### config.mk
export PLATFORM = sky130hd
export DESIGN_NAME = frame_stream_tx
export DESIGN_NICKNAME = d
export VERILOG_FILES = /design/src/rtl/frame_stream_tx.sv
export SDC_FILE = /design/constraint.sdc
export NUM_CORES = 1
export LEC_CHECK = 0
export ABC_AREA = 1
export CAP_MARGIN = 10
export CELL_PAD_IN_SITES_DETAIL_PLACEMENT = 1
export CELL_PAD_IN_SITES_GLOBAL_PLACEMENT = 2
export CORE_MARGIN = 2
export CORE_UTILIZATION = 30
export CTS_BUF_LIST = sky130_fd_sc_hd__clkbuf_4
export DETAILED_ROUTE_END_ITERATION = 12
export PLACE_DENSITY_LB_ADDON = 0.08
export SYNTH_ARGS = -nofsm -noshare
export SYNTH_HDL_FRONTEND = slang
export SYNTH_SLANG_ARGS = --single-unit
### constraint.sdc
create_clock -name clk -period 1.35 [get_ports clk]
set_input_delay 0.2025 -clock clk [delete_from_list [all_inputs] [get_ports clk]]
set_output_delay 0.2025 -clock clk [all_outputs]
set_load 0.02 [all_outputs]
### src/rtl/frame_stream_tx.sv
// Replays a stored SIZE x SIZE frame from a 1-cycle-latency RAM as one
// contiguous row-major pixel burst with done/eol/busy/frame_done framing.
module frame_stream_tx #(
  parameter int WIDTH  = 8,
  parameter int SIZE   = 30,
  parameter int ADDR_W = 10
) (
  input  logic              clk,
  input  logic              rst,
  input  logic              start_i,
  output logic              rd_en_o,
  output logic [ADDR_W-1:0] rd_addr_o,
  input  logic [WIDTH-1:0]  rd_data_i,
  output logic [WIDTH-1:0]  grayscale_o,
  output logic              done_o,
  output logic              eol_o,
  output logic              busy_o,
  output logic              frame_done_o
);

  localparam int CW = (SIZE > 1) ? $clog2(SIZE) : 1;
  localparam logic [CW-1:0] LAST = CW'(SIZE - 1);

  typedef enum logic [1:0] {IDLE, READ, DRAIN, FINISH} state_t;

  state_t            state_q, state_d;
  logic [ADDR_W-1:0] cnt_q, cnt_d;
  logic [CW-1:0]     row_q, row_d;
  logic [CW-1:0]     col_q, col_d;
  logic              busy_q, busy_d;
  logic              frame_done_q, frame_done_d;

  logic              rd_en_q, rd_en_d;
  logic [ADDR_W-1:0] rd_addr_q, rd_addr_d;
  logic              eol_p0_q, eol_p0_d;
  logic              vld_p1_q, vld_p1_d;
  logic              eol_p1_q, eol_p1_d;
  logic              vld_p2_q, vld_p2_d;
  logic              eol_p2_q, eol_p2_d;
  logic [WIDTH-1:0]  gray_p2_q, gray_p2_d;

  logic col_last, row_last;

  assign col_last = (col_q == LAST);
  assign row_last = (row_q == LAST);

  // Sequencer: counters hold the next address to issue; outputs are registered.
  always_comb begin
    state_d      = state_q;
    cnt_d        = cnt_q;
    row_d        = row_q;
    col_d        = col_q;
    busy_d       = busy_q;
    frame_done_d = 1'b0;
    rd_en_d      = 1'b0;
    rd_addr_d    = '0;
    eol_p0_d     = 1'b0;
    case (state_q)
      IDLE: begin
        if (start_i) begin
          state_d = READ;
          busy_d  = 1'b1;
        end
      end
      READ: begin
        rd_en_d   = 1'b1;
        rd_addr_d = cnt_q;
        eol_p0_d  = col_last;
        if (col_last) begin
          col_d = '0;
          if (row_last) begin
            row_d   = '0;
            cnt_d   = '0;
            state_d = DRAIN;
          end else begin
            row_d = row_q + CW'(1);
            cnt_d = cnt_q + ADDR_W'(1);
          end
        end else begin
          col_d = col_q + CW'(1);
          cnt_d = cnt_q + ADDR_W'(1);
        end
      end
      DRAIN: begin
        // Last pixel sits in the output stage with nothing behind it.
        if (vld_p2_q && !vld_p1_q) begin
          state_d      = FINISH;
          frame_done_d = 1'b1;
        end
      end
      FINISH: begin
        state_d = IDLE;
        busy_d  = 1'b0;
      end
      default: state_d = IDLE;
    endcase
  end

  // Stage 1 spans the RAM latency; stage 2 captures the returned pixel.
  always_comb begin
    vld_p1_d  = rd_en_q;
    eol_p1_d  = eol_p0_q;
    vld_p2_d  = vld_p1_q;
    eol_p2_d  = eol_p1_q;
    gray_p2_d = vld_p1_q ? rd_data_i : '0;
  end

  always_ff @(posedge clk or negedge rst) begin
    if (!rst) begin
      state_q      <= IDLE;
      cnt_q        <= '0;
      row_q        <= '0;
      col_q        <= '0;
      busy_q       <= 1'b0;
      frame_done_q <= 1'b0;
      rd_en_q      <= 1'b0;
      rd_addr_q    <= '0;
      eol_p0_q     <= 1'b0;
      vld_p1_q     <= 1'b0;
      eol_p1_q     <= 1'b0;
      vld_p2_q     <= 1'b0;
      eol_p2_q     <= 1'b0;
      gray_p2_q    <= '0;
    end else begin
      state_q      <= state_d;
      cnt_q        <= cnt_d;
      row_q        <= row_d;
      col_q        <= col_d;
      busy_q       <= busy_d;
      frame_done_q <= frame_done_d;
      rd_en_q      <= rd_en_d;
      rd_addr_q    <= rd_addr_d;
      eol_p0_q     <= eol_p0_d;
      vld_p1_q     <= vld_p1_d;
      eol_p1_q     <= eol_p1_d;
      vld_p2_q     <= vld_p2_d;
      eol_p2_q     <= eol_p2_d;
      gray_p2_q    <= gray_p2_d;
    end
  end

  assign rd_en_o      = rd_en_q;
  assign rd_addr_o    = rd_addr_q;
  assign grayscale_o  = gray_p2_q;
  assign done_o       = vld_p2_q;
  assign eol_o        = eol_p2_q;
  assign busy_o       = busy_q;
  assign frame_done_o = frame_done_q;

endmodule
==> flow_metrics.py, run 1 <==
metrics = {
    "global_routing": {
        "grt_max_degree": 33,
        "grt_pass1_wl_mm": 7.85,
        "grt_overflow": 0,
        "grt_pass1_vias": 1674,
        "grtUsageTotal_pct": 13.2,
        "grt_antenna_before_repair": 0,
    },
    "drt": {
        "post_drt_wl_per_cell_um": 12.3,
        "first_iter_violations": 32,
        "vias": 1682,
        "vias_per_cell": 4.24,
        "firstDrtPassIters": 2,
        "routed_wl_mm": 4.87,
        "ant_nets": 0,
        "drc_errors": 0,
    },
    "die": {
        "coreArea_um2": 6830,
        "die_height_um": 88.0,
        "die_area_um2": 7750,
        "fp-row-count": 30,
        "start_util_pct": 31.0,
        "fp.dieW_um": 88.0,
        "boundaryPins": 34,
    },
    "placement": {
        "gp_congestion": 0.720,
        "port_buffers": 33,
        "dpl_cell_area_um2": 2740,
        "hpwl_mm": 3.36,
        "place_worst_setup_slack_ns": -0.0480,
        "placedCellCount": 382,
    },
    "clocking": {
        "clkSlewWorstSetupHoldPaths_ns": 0.14,
        "cts_tree": "built",
        "cts_buffer_depth": 2,
        "root_buffer": "clkbuf_4",
        "cts_made_buffers": 5,
        "clk_latency_ns": 0.37,
        "htree_levels": 2,
        "cts.sinks": 48,
    },
    "final_layout": {
        "stdcell_area_um2": 3000,
        "mostFrequentLayoutCell": "nand2_1",
        "nFillCells": 831,
        "area_growth_pct": 41.5,
        "antenna_cells": 0,
        "final_cell_mix": "nand2_1 (55), dfrtp_1 (47), inv_1 (32)",
        "instances_no_fill": 397,
        "num-nets-final": 320,
        "drive_above_1_share_pct": 23.9,
    },
    "flow_run": {
        "maxCapViolCount": 0,
    },
    "power": {
        "irDropWorstVdd_v": 0.000687,
        "finalPower_mw": 5.43,
        "leakage_nw": 1.65,
        "p_per_area_nw_per_um2": 1810,
    },
    "timing": {
        "setup_viol": 0,
        "setup_slack_ns": 0.0132,
        "clock_skew_ns": 0.00569,
        "rsz0062_at_grt": "true",
        "slew_violations": 0,
        "hold_viol": 0,
        "min_period_ns": 1.34,
        "layout_worst_path_cycle_share_pct": 99.0,
        "maxSlewHeadroom_pct": 85.0,
        "tightest_slew_ns": 0.225,
        "fmax_mhz": 748,
    },
    "synth": {
        "netlist_instances": 235,
        "synth_area_um2": 2120,
        "post_synth_num_cell_types": 25,
        "yosysWarnings": 0,
        "ys_ff_latch": 48,
        "syn_area_per_cell_um2": 9.01,
        "synth_nets": 255,
        "synth-seq-area-share_pct": 56.7,
    },
    "setup_path": {
        "crit_start": "col_q[1]$_DFFE_PN0P_",
        "r2r_start": "col_q[1]$_DFFE_PN0P_",
        "path_class": "flop to flop",
        "cp_max_fo": 5,
        "start_kind": "flop",
        "crit_required_ns": 1.63,
        "worstSetupEndpointType": "flop",
        "critPathArrivalTime_ns": 1.62,
    },
    "status": {
        "status": "finished clean",
    },
    "min_path": {
        "hold_class": "input port to async pin",
    },
}
==> what timing repair did <==
item	in CTS	in global routing
hold buffers	1	0
gates resized for setup	27	32
endpoints found under the hold margin	48	0
setup endpoints to repair	30	19
pin swaps	0	9
gates cloned	0	2
setup buffers	0	4
==> per-layer routing <==
| layer | global-route usage, % | wire length, um |
|---|---|---|
| met3 | 3.49 | 191 |
| met4 | 4.55 | 68 |
| met2 | 20.6 | 2200 |
| met5 | 0 | 0 |
| met1 | 17.7 | 2410 |
==> critical path, stage by stage (launching register included) <==
cell     delay, ns
dfrtp_1       0.42
inv_2         0.08
ha_4          0.13
nand2_4       0.05
nor2_4        0.15
nand2_4       0.10
nor2_4        0.15
inv_4         0.06
nand2_1       0.06
nor2_1        0.04
==> kinds of logic (layout without fill, tap and decap cells) <==
kind of cell    count (synthesis)  count (layout)  synth area share [%]
simple gates                  113             113                  23.3
buf+inv                        46             112                  8.86
fa+ha+maj                       9               9                  5.32
compound gates                 12              12                  2.95
flops                          48              48                  56.7
xor+xnor                        7               7                  2.89
==> worst paths after layout <==
kind / end / slack, ns / cells past startpoint
max: cnt_q[8]$_DFFE_PN0P_ / 0.01 / 9
min: grayscale_o[7]$_DFF_PN0_ / 0.32 / 3
max reg2reg: cnt_q[8]$_DFFE_PN0P_ / 0.01 / 9
min reg2reg: eol_o$_DFF_PN0_ / 0.37 / 0
max in group asynchronous: state_q[0]$_DFFE_PN0P_ / 0.83 / 3
min in group clk: grayscale_o[2]$_DFF_PN0_ / 0.34 / 3
==> where the power goes <==
part,switching (mW),internal (mW)
Sequential,0.291,1.83
Clock,0.492,0.396
Combinational,1.28,1.14
Total,2.07,3.37
==> sequential cells by signal (all words and copies together), names as in the netlist <==
name,flops
busy_o,1
cnt_q,10
col_q,5
done_o,1
eol_o,1
eol_p0_q,1
eol_p1_q,1
frame_done_o,1
grayscale_o,8
rd_addr_o,10
rd_en_o,1
row_q,5
state_q,2
vld_p1_q,1
==> area by class of cell <==
type	count	area, um2	area share (%)
clock buffer	5	37.5	1.25
clock inverter	3	46.3	1.54
inverter	41	161	5.39
multi-input combinational	141	827	27.6
sequential	48	1200	40.1
tap	96	120	4.01
timing repair buffer	63	602	20.1
==> cell usage after synthesis <==
cell      count  area share [%]
nand3_1      15             3.5
buf_4         3             1.1
nand3b_1      1            0.35
o22ai_1       1            0.30
dfrtp_1      48              57
inv_2         1            0.18
xor2_1        4             1.7
clkinv_2      1            0.24
xnor2_1       3             1.2
nand2_1      62              11
a21oi_1       3            0.71
ha_1          9             5.3
o21ai_1       2            0.47
o21ai_0       5             1.2
buf_2         2            0.47
nand4_2       1            0.59
nor2_1       25             4.4
inv_1        39             6.9
nand4_1       3            0.89
nor3_1        1            0.24
nand2_2       1            0.30
nor3b_1       1            0.35
nor2_4        2             1.1
nand2_4       1            0.53
a31oi_1       1            0.30
==> stage by stage <==
step	util (%)	hold WS, ns	TNS [ns]
floorplan	-	-0.0931	0
global placement	40.2	0.189	-0.00906
detailed placement	40.2	0.188	-0.0950
CTS	41.2	0.299	-0.0101
global route	43.9	0.325	-0.347
finish	43.9	0.320	0
(Power assumes the default switching activity.)
==> run 2: changes to the inputs <==
- CTS_CLUSTER_DIAMETER: default -> 30
==> results of run 2 <==
No change in the layout: final DEF, timing and power equal those of run 1.
